===== src/rtl/uart_rx_deframer.sv =====
// UART receive deframer: RX pin synchroniser, DLR-driven 16x oversample timing, start/data/parity/stop
// deframing with a valid/ready holding register. Optional build macro: RX_MAJORITY_VOTE_EN.
`timescale 1ns/1ps
module uart_rx_deframer #(
  parameter int OSR     = 16,
  parameter int SYNC_FF = 2
) (
  input  logic        PCLK,
  input  logic        PRESET,
  input  logic        RX,
  input  logic [15:0] DLR,
  input  logic [7:0]  LCR,
  output logic [7:0]  rx_data,
  output logic        rx_pe,
  output logic        rx_fe,
  output logic        rx_bi,
  output logic        rx_valid,
  input  logic        rx_ready,
  output logic        rx_oe,
  output logic        rx_busy
);

  typedef enum logic [2:0] {
    ST_IDLE, ST_START, ST_DATA, ST_PARITY, ST_STOP, ST_WAIT_IDLE
  } state_t;

  localparam int CW = $clog2(OSR);
  localparam logic [CW-1:0] LAST_C = CW'(OSR - 1);
`ifdef RX_MAJORITY_VOTE_EN
  // The vote needs the third sample, so the bit value resolves one tick after mid-bit.
  localparam logic [CW-1:0] SAMP_C = CW'(OSR / 2);
  localparam logic [CW-1:0] V0_C   = CW'(OSR / 2 - 2);
  localparam logic [CW-1:0] V1_C   = CW'(OSR / 2 - 1);
`else
  localparam logic [CW-1:0] SAMP_C = CW'(OSR / 2 - 1);
`endif

  function automatic logic exp_parity(input logic [7:0] d, input logic eps, input logic stick);
    logic p;
    if (stick) p = ~eps;
    else if (eps) p = ^d;
    else p = ~(^d);
    return p;
  endfunction

  logic [SYNC_FF-1:0] sync_r;
  logic               rx_s;
  logic [15:0]        div_r;
  logic               tick_s;
  logic               bit_s;
  state_t             state_r;
  logic [CW-1:0]      os_cnt_r;
  logic [2:0]         bit_cnt_r;
  logic [7:0]         shift_r;
  logic [1:0]         wlen_r;
  logic               pen_r, eps_r, stick_r, par_bit_r;
  logic [7:0]         rx_data_r;
  logic               rx_pe_r, rx_fe_r, rx_bi_r, rx_valid_r, rx_oe_r;
  logic               unused_lcr_s;

  assign unused_lcr_s = ^{LCR[7:6], LCR[2]};
  assign rx_s         = sync_r[SYNC_FF-1];
  assign tick_s       = (DLR != 16'd0) && (div_r == 16'd0);

  // RX pin synchroniser, idles high.
  always_ff @(posedge PCLK or posedge PRESET) begin
    if (PRESET) begin
      sync_r <= {SYNC_FF{1'b1}};
    end else begin
      sync_r[0] <= RX;
      for (int i = 1; i < SYNC_FF; i++) sync_r[i] <= sync_r[i-1];
    end
  end

  // Oversample tick divider; a new DLR is picked up only at reload.
  always_ff @(posedge PCLK or posedge PRESET) begin
    if (PRESET) div_r <= 16'd0;
    else if (DLR == 16'd0) div_r <= 16'd0;
    else if (div_r == 16'd0) div_r <= DLR - 16'd1;
    else div_r <= div_r - 16'd1;
  end

`ifdef RX_MAJORITY_VOTE_EN
  logic [1:0] vote_r;

  function automatic logic maj3(input logic a, input logic b, input logic c);
    return (a & b) | (a & c) | (b & c);
  endfunction

  // Capture the two samples that precede the resolving tick.
  always_ff @(posedge PCLK or posedge PRESET) begin
    if (PRESET) vote_r <= 2'b11;
    else if (tick_s && os_cnt_r == V0_C) vote_r[0] <= rx_s;
    else if (tick_s && os_cnt_r == V1_C) vote_r[1] <= rx_s;
    else vote_r <= vote_r;
  end

  assign bit_s = maj3(vote_r[0], vote_r[1], rx_s);
`else
  assign bit_s = rx_s;
`endif

  // Deframing FSM together with the output holding register.
  always_ff @(posedge PCLK or posedge PRESET) begin
    if (PRESET) begin
      state_r    <= ST_IDLE;
      os_cnt_r   <= {CW{1'b0}};
      bit_cnt_r  <= 3'd0;
      shift_r    <= 8'd0;
      wlen_r     <= 2'd0;
      pen_r      <= 1'b0;
      eps_r      <= 1'b0;
      stick_r    <= 1'b0;
      par_bit_r  <= 1'b0;
      rx_data_r  <= 8'd0;
      rx_pe_r    <= 1'b0;
      rx_fe_r    <= 1'b0;
      rx_bi_r    <= 1'b0;
      rx_valid_r <= 1'b0;
      rx_oe_r    <= 1'b0;
    end else begin
      rx_oe_r <= 1'b0;
      if (rx_valid_r && rx_ready) rx_valid_r <= 1'b0;
      if (DLR == 16'd0) begin
        state_r   <= ST_IDLE;
        os_cnt_r  <= {CW{1'b0}};
        bit_cnt_r <= 3'd0;
      end else if (tick_s) begin
        os_cnt_r <= os_cnt_r + CW'(1);
        case (state_r)
          ST_IDLE: begin
            os_cnt_r <= {CW{1'b0}};
            if (!rx_s) state_r <= ST_START;
          end
          ST_START: begin
            if (os_cnt_r == SAMP_C) begin
              if (bit_s) begin
                state_r <= ST_IDLE;
              end else begin
                wlen_r    <= LCR[1:0];
                pen_r     <= LCR[3];
                eps_r     <= LCR[4];
                stick_r   <= LCR[5];
                shift_r   <= 8'd0;
                bit_cnt_r <= 3'd0;
              end
            end else if (os_cnt_r == LAST_C) begin
              state_r <= ST_DATA;
            end
          end
          ST_DATA: begin
            if (os_cnt_r == SAMP_C) shift_r[bit_cnt_r] <= bit_s;
            if (os_cnt_r == LAST_C) begin
              if (bit_cnt_r == 3'd4 + {1'b0, wlen_r}) begin
                bit_cnt_r <= 3'd0;
                state_r   <= pen_r ? ST_PARITY : ST_STOP;
              end else begin
                bit_cnt_r <= bit_cnt_r + 3'd1;
              end
            end
          end
          ST_PARITY: begin
            if (os_cnt_r == SAMP_C) par_bit_r <= bit_s;
            if (os_cnt_r == LAST_C) state_r <= ST_STOP;
          end
          ST_STOP: begin
            // Frame completes at the stop sample, not at the end of the stop bit.
            if (os_cnt_r == SAMP_C) begin
              state_r <= bit_s ? ST_IDLE : ST_WAIT_IDLE;
              if (!rx_valid_r || rx_ready) begin
                rx_data_r  <= shift_r;
                rx_pe_r    <= pen_r & (par_bit_r ^ exp_parity(shift_r, eps_r, stick_r));
                rx_fe_r    <= ~bit_s;
                rx_bi_r    <= (shift_r == 8'd0) & (~pen_r | ~par_bit_r) & ~bit_s;
                rx_valid_r <= 1'b1;
              end else begin
                rx_oe_r <= 1'b1;
              end
            end
          end
          ST_WAIT_IDLE: begin
            if (rx_s) state_r <= ST_IDLE;
          end
          default: state_r <= ST_IDLE;
        endcase
      end
    end
  end

  assign rx_data  = rx_data_r;
  assign rx_pe    = rx_pe_r;
  assign rx_fe    = rx_fe_r;
  assign rx_bi    = rx_bi_r;
  assign rx_valid = rx_valid_r;
  assign rx_oe    = rx_oe_r;
  assign rx_busy  = (state_r != ST_IDLE);

endmodule


===== config.mk =====
export PLATFORM = sky130hd
export DESIGN_NAME = uart_rx_deframer
export DESIGN_NICKNAME = d
export VERILOG_FILES = /design/src/rtl/uart_rx_deframer.sv
export SDC_FILE = /design/constraint.sdc
export NUM_CORES = 1
export LEC_CHECK = 0
export BUFFER_PORTS_ARGS = -buffer_cell sky130_fd_sc_hd__buf_2
export CAP_MARGIN = 25
export CORE_ASPECT_RATIO = 2
export CORE_MARGIN = 5
export CORE_UTILIZATION = 50
export DETAILED_ROUTE_END_ITERATION = 8
export PLACE_DENSITY = 0.71
export SKIP_CTS_REPAIR_TIMING = 1
export SLEW_MARGIN = 20
export SYNTH_ARGS = -nofsm -noshare
export SYNTH_HDL_FRONTEND = slang
export SYNTH_SLANG_ARGS = --single-unit

===== constraint.sdc =====
create_clock -name PCLK -period 3.6 [get_ports PCLK]
set_input_delay 0.54 -clock PCLK [delete_from_list [all_inputs] [get_ports PCLK]]
set_output_delay 0.54 -clock PCLK [all_outputs]
set_load 0.01 [all_outputs]

==> run metrics <==
worst setup path startpoint div_r[13]; Top Ports 42; DIE HEIGHT about 120 um; Root Driver clkbuf_16; Fmax achieved ~0.33 GHz; crit path kind reg -> reg; Setup WS pre-CTS 557.8 ps; status finished clean; launch point of the worst reg-to-reg path div_r[13]; post-synthesis net count 380; PwrDens roughly 570 nW/um^2; initial antenna violation count 0; drt drc 0; chip width roughly 65 um; drt total wl about 7000 um; clock-pin slew on the worst setup and hold paths ~70 ps; worst-case clock buffer depth 2; GPL Wtd Cong 0.8977; share of cells above drive strength 1 18.16%; CP Data Arrival Time roughly 3300 ps; Inserted Clock Buffers 5; via count approximately 2,600; Max Cap Violations 0; placed cell count around 440; nets@finish a little over 400; critical path, cell by cell or4_4 -> nor4bb_1 -> and2_4 -> a21oi_1 -> ha_1 -> nor3b_1 -> a21bo_2 -> and4b_1 -> nand3_1 -> mux2_2; area of the multi-input gates around 1600 sq um; clk_lat worst skew around 300 ps; initial drt markers 99; setup TNS 0 ps; WP data required 3780 ps; TritonCTS clock tree built; Congestion Overflow GR 0; largest net degree at the start of global routing 29; P&R area growth vs syn 12.12%; startpoint types flip-flop; Highest Signal Layer met4; post-synth cell types 51; row cnt 40; Initial Util about half; vias in the first global route between 2,000 and 3,000; Slowest cell on crit path or4_4; routed length per instance approximately 16 um; # fillers around 550; EDFF count, synth 0; Total GRT Usage approximately a fifth; clock sinks 55; Primary FF master, synth dfrtp_1; Met2 Routed Length between 4000 and 5000 um; DR vias/cell 5.948; Max Slew Vio Count 0; synthesis-stage register bit count 55; Mean Syn Cell Area about 8.9 sq um; post-DP HPWL 5480 um; Final setup viols 0; Seq/Total Area, Yosys around 45%; synthesized area around 3000 sq um; unrepaired setup endpoints after global routing no; leakage around 1.5 nW; class of the worst hold path in -> async; skew final 4.782 ps; core area between 6000 and 7000 sq um; RR Endpoint div_r[10]; Final Util a little under three fifths; IO Port Bufs 38; depth of the most critical reg-to-reg path 10; worst reg2reg setup slack around 530 ps; CP max FO 5; Syn. warnings 0; DRT antenna net count 0; met3 WL between 300 and 400 um; post-synthesis cell count between 300 and 400; slew margin rel. between 50 and 60%; TritonRoute pass-1 iters 4; setup ws final 527.8 ps; endpoints failing hold 0; DIE AREA a little under 8000 sq um; H-Tree Depth 2; Min Hold Slack ~310 ps; Async S/R FF share, synth between 90% and 100%; met1 WL 2645 um; Least-Margin Pin Slew 746.8 ps; # diodes 0; CP Capture Type flip-flop; post-route minimum period about 3100 ps; Critical Path End div_r[10]; final worst-path cycle share between 80% and 90%; first-pass GRT wire length between 10,000 and 15,000 um; Largest stage delay, worst path between 500 and 600 ps; Cell Count, Final, Fillers Out ~440; Register Area 1379 sq um; VDD IR max between 0.4 and 0.5 mV
-- synthesized netlist by cell type, types with 2 or more instances --
cell type / n / share of area (%)
nor2_1: 40 / 4.9
dfstp_2: 2 / 1.7
a211oi_1: 2 / 0.49
a21oi_1: 23 / 3.8
a31o_2: 2 / 0.57
o21a_1: 3 / 0.73
nor3_1: 15 / 2.4
mux2_2: 7 / 2.6
o31ai_1: 3 / 0.73
mux2i_1: 3 / 0.98
nand2b_1: 4 / 0.82
and3_1: 2 / 0.41
a21o_1: 2 / 0.49
or4_1: 2 / 0.49
or3_1: 7 / 1.4
a21boi_0: 2 / 0.49
ha_1: 7 / 2.9
nand4b_1: 3 / 0.86
nor4_1: 5 / 1.0
nand4_1: 4 / 0.82
clkbuf_1: 12 / 1.5
nand3_1: 9 / 1.5
nor3b_1: 2 / 0.49
nand2_1: 28 / 3.4
dfrtp_1: 53 / 43
xor2_1: 2 / 0.57
a31oi_1: 9 / 1.8
inv_1: 17 / 2.1
o211ai_1: 2 / 0.49
or4_4: 2 / 0.73
o21ai_0: 40 / 6.5
and2_1: 4 / 0.82
xnor2_1: 8 / 2.3
nor4b_1: 2 / 0.57
-- state kept, by name, summed over array words and instances (netlist names), 2 cells and up --
name       cells
rx_data        8
state_r        3
shift_r        8
div_r         16
wlen_r         2
os_cnt_r       4
sync_r         2
bit_cnt_r      3
-- worst min path at each step --
stage	startpoint	end	slack, ps
final	PRESET	pen_r	310
after global routing	RX	sync_r[0]	320
after CTS	PRESET	div_r[7]	320
after detailed placement	sync_r[0]	sync_r[1]	350
after global placement	sync_r[0]	sync_r[1]	350
after floorplan	sync_r[0]	sync_r[1]	350
-- power breakdown --
| group | total, W | switching (W) | leakage [nW] | internal, W |
|---|---|---|---|---|
| Combinational | 0.000613 | 0.000334 | 0.763 | 0.000279 |
| Sequential | 0.000882 | 0.000149 | 0.699 | 0.000733 |
| Clock | 0.000479 | 0.000225 | 0.0733 | 0.000255 |
| Total | 0.00197 | 0.000707 | 1.54 | 0.00127 |
-- per-stage QoR --
step / power, W / cell area [sq um]
finish: 0.001974 / 3437
global route: 0.002108 / 3437
CTS: 0.001978 / 3437
detailed placement: 0.001498 / 3297
global placement: 0.001474 / 3297
floorplan: 0.001340 / 3065
-- cell usage in the layout (no fill, tap or decap), drive strengths merged, types with 3 or more instances in the layout --
| cell type | count |
|---|---|
| a21oi | 23 |
| a31oi | 9 |
| and2 | 5 |
| buf | 42 |
| clkbuf | 5 |
| clkinv | 3 |
| dfrtp | 53 |
| ha | 7 |
| inv | 17 |
| mux2 | 7 |
| mux2i | 3 |
| nand2 | 28 |
| nand2b | 4 |
| nand3 | 9 |
| nand4 | 5 |
| nand4b | 3 |
| nor2 | 40 |
| nor3 | 15 |
| nor4 | 5 |
| o21a | 3 |
| o21ai | 40 |
| o31ai | 3 |
| or3 | 7 |
| or4 | 4 |
| xnor2 | 8 |
-- cell families (layout without fill, tap and decap cells) --
group	Yosys count	count (layout)	synth area share [%]
AO/OA/AOI/OAI	95	95	18.24
adder cells (fa/ha/maj)	7	7	2.857
XOR/XNOR	10	10	2.857
buffers and inverters	32	67	4.449
flip-flops	55	55	44.98
AND/OR/NAND/NOR	136	136	23.06
multiplexers	10	10	3.551
-- cell type report --
class | instances | area share, %
Clock buffer | 5 | 3.640
Clock inverter | 3 | 0.4368
Inverter | 17 | 1.857
Multi-Input combinational cell | 258 | 45.25
Sequential cell | 55 | 40.12
Tap cell | 63 | 2.293
Timing Repair Buffer | 42 | 6.407
-- critical path: cells and delay by family (launching register included) --
family          cells  cell delay [ps]
fa+ha+maj           1              210
mux                 1              340
compound gates      2              310
simple gates        6             1680
flops               1              430
-- layer usage --
| layer | vias up | global-route usage, % |
|---|---|---|
| met5 | - | 0 |
| met4 | 0 | 8.442 |
| met3 | 16 | 2.509 |
| met2 | 77 | 36.95 |
| met1 | 1238 | 20.00 |
| li1 | 1304 | - |
No activity file was read; power rests on OpenSTA's default activity.
